[src/rtl/axi_lsu_bridge.sv]
// rtl/axi_lsu_bridge.sv - single-outstanding load/store request bridge onto AXI3 single-beat reads and writes
module axi_lsu_bridge #(
    parameter logic [3:0] RD_ID = 4'h0,
    parameter logic [3:0] WR_ID = 4'h1
) (
    input  logic        aclk,
    input  logic        areset,
    input  logic        req_valid,
    output logic        req_ready,
    input  logic        req_wen,
    input  logic [31:0] req_addr,
    input  logic [63:0] req_wdata,
    input  logic [7:0]  req_wstrb,
    output logic        resp_valid,
    output logic [63:0] resp_rdata,
    output logic        resp_err,
    output logic [31:0] araddr,
    output logic [3:0]  arid,
    output logic [7:0]  arlen,
    output logic [2:0]  arsize,
    output logic [1:0]  arburst,
    output logic [1:0]  arlock,
    output logic [3:0]  arcache,
    output logic [2:0]  arprot,
    output logic        arvalid,
    input  logic        arready,
    input  logic [3:0]  rid,
    input  logic [63:0] rdata,
    input  logic [1:0]  rresp,
    input  logic        rlast,
    input  logic        rvalid,
    output logic        rready,
    output logic [31:0] awaddr,
    output logic [3:0]  awid,
    output logic [7:0]  awlen,
    output logic [2:0]  awsize,
    output logic [1:0]  awburst,
    output logic [1:0]  awlock,
    output logic [3:0]  awcache,
    output logic [2:0]  awprot,
    output logic        awvalid,
    input  logic        awready,
    output logic [3:0]  wid,
    output logic [63:0] wdata,
    output logic [7:0]  wstrb,
    output logic        wlast,
    output logic        wvalid,
    input  logic        wready,
    input  logic [3:0]  bid,
    input  logic [1:0]  bresp,
    input  logic        bvalid,
    output logic        bready
);

    typedef enum logic [2:0] {IDLE, RD_ADDR, RD_DATA, WR, WR_RESP, DONE} state_t;

    state_t      state;
    logic        run;
    logic        aw_done;
    logic        w_done;
    logic        wen_q;
    logic        err_q;
    logic [31:0] addr_q;
    logic [63:0] wdata_q;
    logic [7:0]  wstrb_q;
    logic [63:0] rdata_q;
    logic        aw_hs;
    logic        w_hs;
    logic        unused_ids;

    // Response IDs are never compared; one transaction is in flight at a time.
    assign unused_ids = ^{rid, bid};

    // run holds req_ready low until the first clock edge after reset releases.
    assign req_ready  = run && (state == IDLE);
    assign resp_valid = (state == DONE);
    assign resp_rdata = wen_q ? 64'd0 : rdata_q;
    assign resp_err   = err_q;

    assign araddr  = addr_q;
    assign arid    = RD_ID;
    assign arlen   = 8'd0;
    assign arsize  = 3'b011;
    assign arburst = 2'b01;
    assign arlock  = 2'b00;
    assign arcache = 4'd0;
    assign arprot  = 3'd0;
    assign arvalid = (state == RD_ADDR);
    assign rready  = (state == RD_DATA);

    assign awaddr  = addr_q;
    assign awid    = WR_ID;
    assign awlen   = 8'd0;
    assign awsize  = 3'b011;
    assign awburst = 2'b01;
    assign awlock  = 2'b00;
    assign awcache = 4'd0;
    assign awprot  = 3'd0;
    assign awvalid = (state == WR) && !aw_done;
    assign wid     = WR_ID;
    assign wdata   = wdata_q;
    assign wstrb   = wstrb_q;
    assign wlast   = 1'b1;
    assign wvalid  = (state == WR) && !w_done;
    assign bready  = (state == WR_RESP);

    assign aw_hs = awvalid && awready;
    assign w_hs  = wvalid && wready;

    always_ff @(posedge aclk or posedge areset) begin
        if (areset) begin
            state   <= IDLE;
            run     <= 1'b0;
            aw_done <= 1'b0;
            w_done  <= 1'b0;
            wen_q   <= 1'b0;
            err_q   <= 1'b0;
            addr_q  <= 32'd0;
            wdata_q <= 64'd0;
            wstrb_q <= 8'd0;
            rdata_q <= 64'd0;
        end else begin
            run <= 1'b1;
            case (state)
                IDLE: begin
                    if (req_valid && req_ready) begin
                        addr_q  <= req_addr;
                        wdata_q <= req_wdata;
                        wstrb_q <= req_wstrb;
                        wen_q   <= req_wen;
                        aw_done <= 1'b0;
                        w_done  <= 1'b0;
                        state   <= req_wen ? WR : RD_ADDR;
                    end
                end
                RD_ADDR: begin
                    if (arready) state <= RD_DATA;
                end
                RD_DATA: begin
                    if (rvalid) begin
                        rdata_q <= rdata;
                        err_q   <= (rresp != 2'b00) || !rlast;
                        state   <= DONE;
                    end
                end
                WR: begin
                    if (aw_hs) aw_done <= 1'b1;
                    if (w_hs)  w_done  <= 1'b1;
                    // Both channels may complete in the same cycle.
                    if ((aw_done || aw_hs) && (w_done || w_hs)) state <= WR_RESP;
                end
                WR_RESP: begin
                    if (bvalid) begin
                        err_q <= (bresp != 2'b00);
                        state <= DONE;
                    end
                end
                DONE:    state <= IDLE;
                default: state <= IDLE;
            endcase
        end
    end

endmodule
[config.mk]
export PLATFORM = sky130hd
export DESIGN_NAME = axi_lsu_bridge
export DESIGN_NICKNAME = d
export VERILOG_FILES = /design/src/rtl/axi_lsu_bridge.sv
export SDC_FILE = /design/constraint.sdc
export NUM_CORES = 1
export LEC_CHECK = 0
export CORE_AREA = 4 4 174 176
export CTS_CLUSTER_DIAMETER = 200
export CTS_CLUSTER_SIZE = 10
export DETAILED_ROUTE_END_ITERATION = 12
export DIE_AREA = 0 0 178 180
export DONT_BUFFER_PORTS = 1
export GPL_ROUTABILITY_DRIVEN = 0
export GPL_TIMING_DRIVEN = 0
export HOLD_SLACK_MARGIN = 0.1
export PLACE_DENSITY_LB_ADDON = 0.05
export SYNTH_ARGS = -nofsm -noshare
export SYNTH_HDL_FRONTEND = slang
export SYNTH_SLANG_ARGS = --single-unit
[constraint.sdc]
create_clock -name aclk -period 13.8 [get_ports aclk]
set_input_delay 2.76 -clock aclk [delete_from_list [all_inputs] [get_ports aclk]]
set_output_delay 2.76 -clock aclk [all_outputs]
set_load 0.02 [all_outputs]
Yosys cells after proc, flatten, opt, wreduce, memory -nomap -nowiden
Cells that the tools add are included.

Bits in registers: 176. Bits in latches: 0. Bits in writable memories: 0. ROM bits: 0. Input port bits: 190. Word-level logic and storage cells: 62. Memories kept: 0.

$add $sub $neg: 0. Multipliers: 0. Div/mod/pow operators: 0. Magnitude comparators: 0. Equal/unequal tests: 12. Shift operators: 0. Mux-type cells: 16. Bitwise gates (word level): 0. Reduce and logical (&&, ||, !) cells: 24.

Operators with widths (number): 64-bit two-way mux (1); 3-bit two-way mux (5); 3-bit case mux with 5 select lines (1); 3-bit AND reduction (3); 2-bit inequality test, second input constant (4); 2-bit nonzero test (4); 1-bit logical AND (7); 3-bit by 2-bit == test with 1-bit output, second input constant (2); 3-bit == test, second input constant (2); 2-bit by 1-bit inequality test with 1-bit output, second input constant (3); 1-bit case mux with 2 select lines (3); 1-bit two-way mux (5); 5-bit AND reduction (1); 2-bit AND reduction (2); 3-bit by 1-bit == test with 1-bit output, second input constant (1); 1-bit logical NOT (3); 3-bit logical NOT (1); 1-bit logical OR (3); 2-bit two-way mux (1).

Longest topological paths before layout
Word-level depth: 7. Mapped depth: 6. Mapped depth without buffers: 4.

Worst setup path after synthesis
OpenSTA, ideal clock, no wires.

Path type: reg-to-output. Start: register state[1]. End: output bready. Arrival time: 1.272 ns. Required time: 11.040 ns. Setup slack: 9.768 ns. Cell stages (with the launch flop): 3. Path buffers: 1. Cells stage by stage: dfrtp_1 > clkbuf_1 > nor3b_1.

Longest elaborated chain between the ends: 1.

RTL lines: start: declaration (line 57) `state_t state;`; start signal: assignment (line 133) `state <= req_wen ? WR : RD_ADDR;`; 3-bit == test (line 105) `assign bready = (state == WR_RESP);`; end: declaration (line 52) `output logic bready`.

No other way between the ends.

Worst setup path after layout
Ends and elaborated chain as after synthesis.

==> results.toml <==
[final_layout]
drive_gt1_share_pct = 47.8
finish.utilization_pct = 32.4
nets = 838
area_growth_pct = 16.6
regArea_um2 = 4400
multi_input_area_um2 = 2890
filler_cell_count = 2871

[placed_design]
hpwl_um = 16300
port_buffers = 0

[min_path]
hold_class = "reg2reg"

[yosys]
ys.flop_type = "dfrtp_1"
synth_top_family_by_area = "multiplexers"
synth_edf_count = 0
netlist_area_um2 = 7960
yosysMostFrequentCell = "dfrtp_1"
synthTopCellsByArea = "dfrtp_1 (55%), mux2_2 (20%), buf_4 (8.6%)"
synth-xor-area-share_pct = 0
synthDistinctLibCells = 30
ys_seq_elements = 176
synth_top_area_share_pct = 55.3
async_flop_share_pct = 100
yosysWarningCount = 0
synthCells = 572
synth.avg_cell_area_um2 = 13.9
ys_seq_area_share_pct = 55.3
muxShareOfSynthArea_pct = 25.7
synth_common_cells = "dfrtp_1 (176), mux2_2 (141), buf_4 (91), nor2b_1 (67), mux2_4 (29)"
synth-simple-area-share_pct = 7.04
synth-compound-area-share_pct = 0.864
yosys.area.top_type = "dfrtp_1"
synth_adder_area_share_pct = 0

[grt]
grt_use_total_pct = 12.5
use_met3_pct = 5.40
grt.met1_usage_pct = 13.8
antenna_found_initial = 3
met2_usage_pct = 21.5
grt_max_degree = 93
grt_pass1_vias = 4732
grt_pass1_wl_um = 30400
grt-ovfl-total = 0
top_usage_layer = "met2"

[cts]
clock-sinks = 176
clock-root-buffer = "clkbuf_16"
holdBufCountCts = 0
path_clk_slew_ps = 80
cts_buffers = 17
cts_resized = 0
htreeDepth = 4
cts_max_path_buffers = 2
cts_tree = "done"
worstSkewPairLatency_ps = 420
postCtsSetupRepairBufs = 0

[power]
finalPower_uw = 2490
power_density_nw_per_um2 = 269
ir_drop_mv = 0.0924
p_leak_uw = 0.00416

[sta]
fin_crit_sh_pct = 35.2
fin_crit_ps = 4860
rsz0062_at_grt = "no"
hold_viol = 0
setup_viol = 0
maxSlewViolCount = 0
fin_worst_skew_ps = 16.3
setup_tns_ps = 0
slew_headroom_pct = 25.2
hold_ws_ps = 498
tightestPinTransition_ps = 1120
max_freq_mhz = 206

[critical_path]
cp_num_buf_inv = 1
cp.required_ps = 11040
crit_path_end_kind = "primary output"
critPathArrivalTime_ps = 2100
crit_type = "reg2out"
worstPathMaxFanout = 10
cpMaxStageDelayCell = "nor3b_1"
cp-start-kind = "register"
critPathTopFamily = "simple AND/OR/NAND/NOR gates"
cp_cell_sequence = "clkbuf_1 -> nor3b_1"
critPathMaxStageDelay_ps = 950

[die]
fp.coreArea_um2 = 28600
initial_core_util_pct = 27.8
die_w_um = 178
io_pins = 455
rows = 62
die-area_um2 = 32000
die_h_um = 180

[routing]
first_iter_violations = 108
drt.antenna.violating_nets = 0
post-route-drc-count = 0
via_per_inst = 4.14
wl_um = 21100
vias = 4335
wire_per_inst_um = 20.1
drt_first_pass_iters = 4

[job]
drv_cap = 0

[status]
outcome = "finished clean"
==> layout by cell type (no fill, tap or decap), drive strengths merged <==
cell type,synthesis,final
nand2,3,3
nor2b,67,67
conb,2,58
nor3,2,2
clkbuf,8,25
a32oi,1,1
clkinv,0,5
o22a,1,1
and3b,2,2
nor2,8,8
diode,0,3
a21oi,2,2
dfrtp,176,176
and3,1,1
o22ai,1,1
nand3,2,2
nand2b,2,2
clkinvlp,0,2
o21ai,2,2
nor3b,2,2
and2,1,1
buf,110,111
inv,2,10
a31oi,2,2
mux2,170,170
or3b,2,2
o221ai,1,1
mux2i,2,2
==> final timing paths <==
path / start / endpoint / slack, ps / depth (start not counted)
max in group asynchronous: areset / wstrb[6] / 10670 / 2
min: rdata_q[17] / rdata_q[17] / 500 / 1
min reg2reg: rdata_q[17] / rdata_q[17] / 500 / 1
max reg2reg: state[1] / resp_err / 11520 / 4
min in group asynchronous: areset / wdata[13] / 2230 / 1
max: state[1] / bready / 8940 / 2
==> registers in the layout, indices dropped and copies added, names as in the netlist <==
register and cells:
resp_err 1, wen_q 1, wstrb 8, run 1, state 3, araddr 32, rdata_q 64, wdata 64
aw_done 1, w_done 1
==> metal layers <==
metal | wire length, um | up-vias
met2 | 10800 | 267
met1 | 7690 | 2116
met4 | 361 | 0
met3 | 2240 | 19
met5 | 0 | -
li1 | - | 1933
==> worst reg2reg max path: stages, from the launching register on <==
cell      delay (ps)
dfrtp_1          460
clkbuf_1         270
nor3b_1          950
a32oi_1          220
o22a_1           270
==> layout make-up <==
cell class,count,area share [%]
clock inverter,15,1.73
tap,384,5.18
sequential,176,47.5
multi-input combinational,332,31.1
antenna,3,0.0809
clock buffer,17,4.58
inverter,2,0.162
buffer,118,9.38
timing repair buffer,1,0.297
==> per-stage QoR <==
stage               instances  instance area [um2]  worst slack (ps)
finish                   1048                 9280              8940
global route             1048                 9280              8800
CTS                      1045                 9270              8860
detailed placement       1013                 8690              9350
global placement         1012                 8650              4150
floorplan                 628                 8170              6270
==> power by group <==
part / internal, uW / switching (uW) / leakage, uW / total [uW]
Clock: 243 / 235 / 0.000282 / 478
Sequential: 773 / 385 / 0.00210 / 1160
Combinational: 399 / 458 / 0.00177 / 857
==> logic make-up (layout without fill, tap and decap cells) <==
logic type | count (synthesis) | in the layout
multiplexers | 172 | 172
AO/OA/AOI/OAI | 10 | 10
buffers and inverters | 120 | 153
AND/OR/NAND/NOR | 92 | 92
other | 2 | 61
flip-flops | 176 | 176
Power figures use the tool's default switching activity.
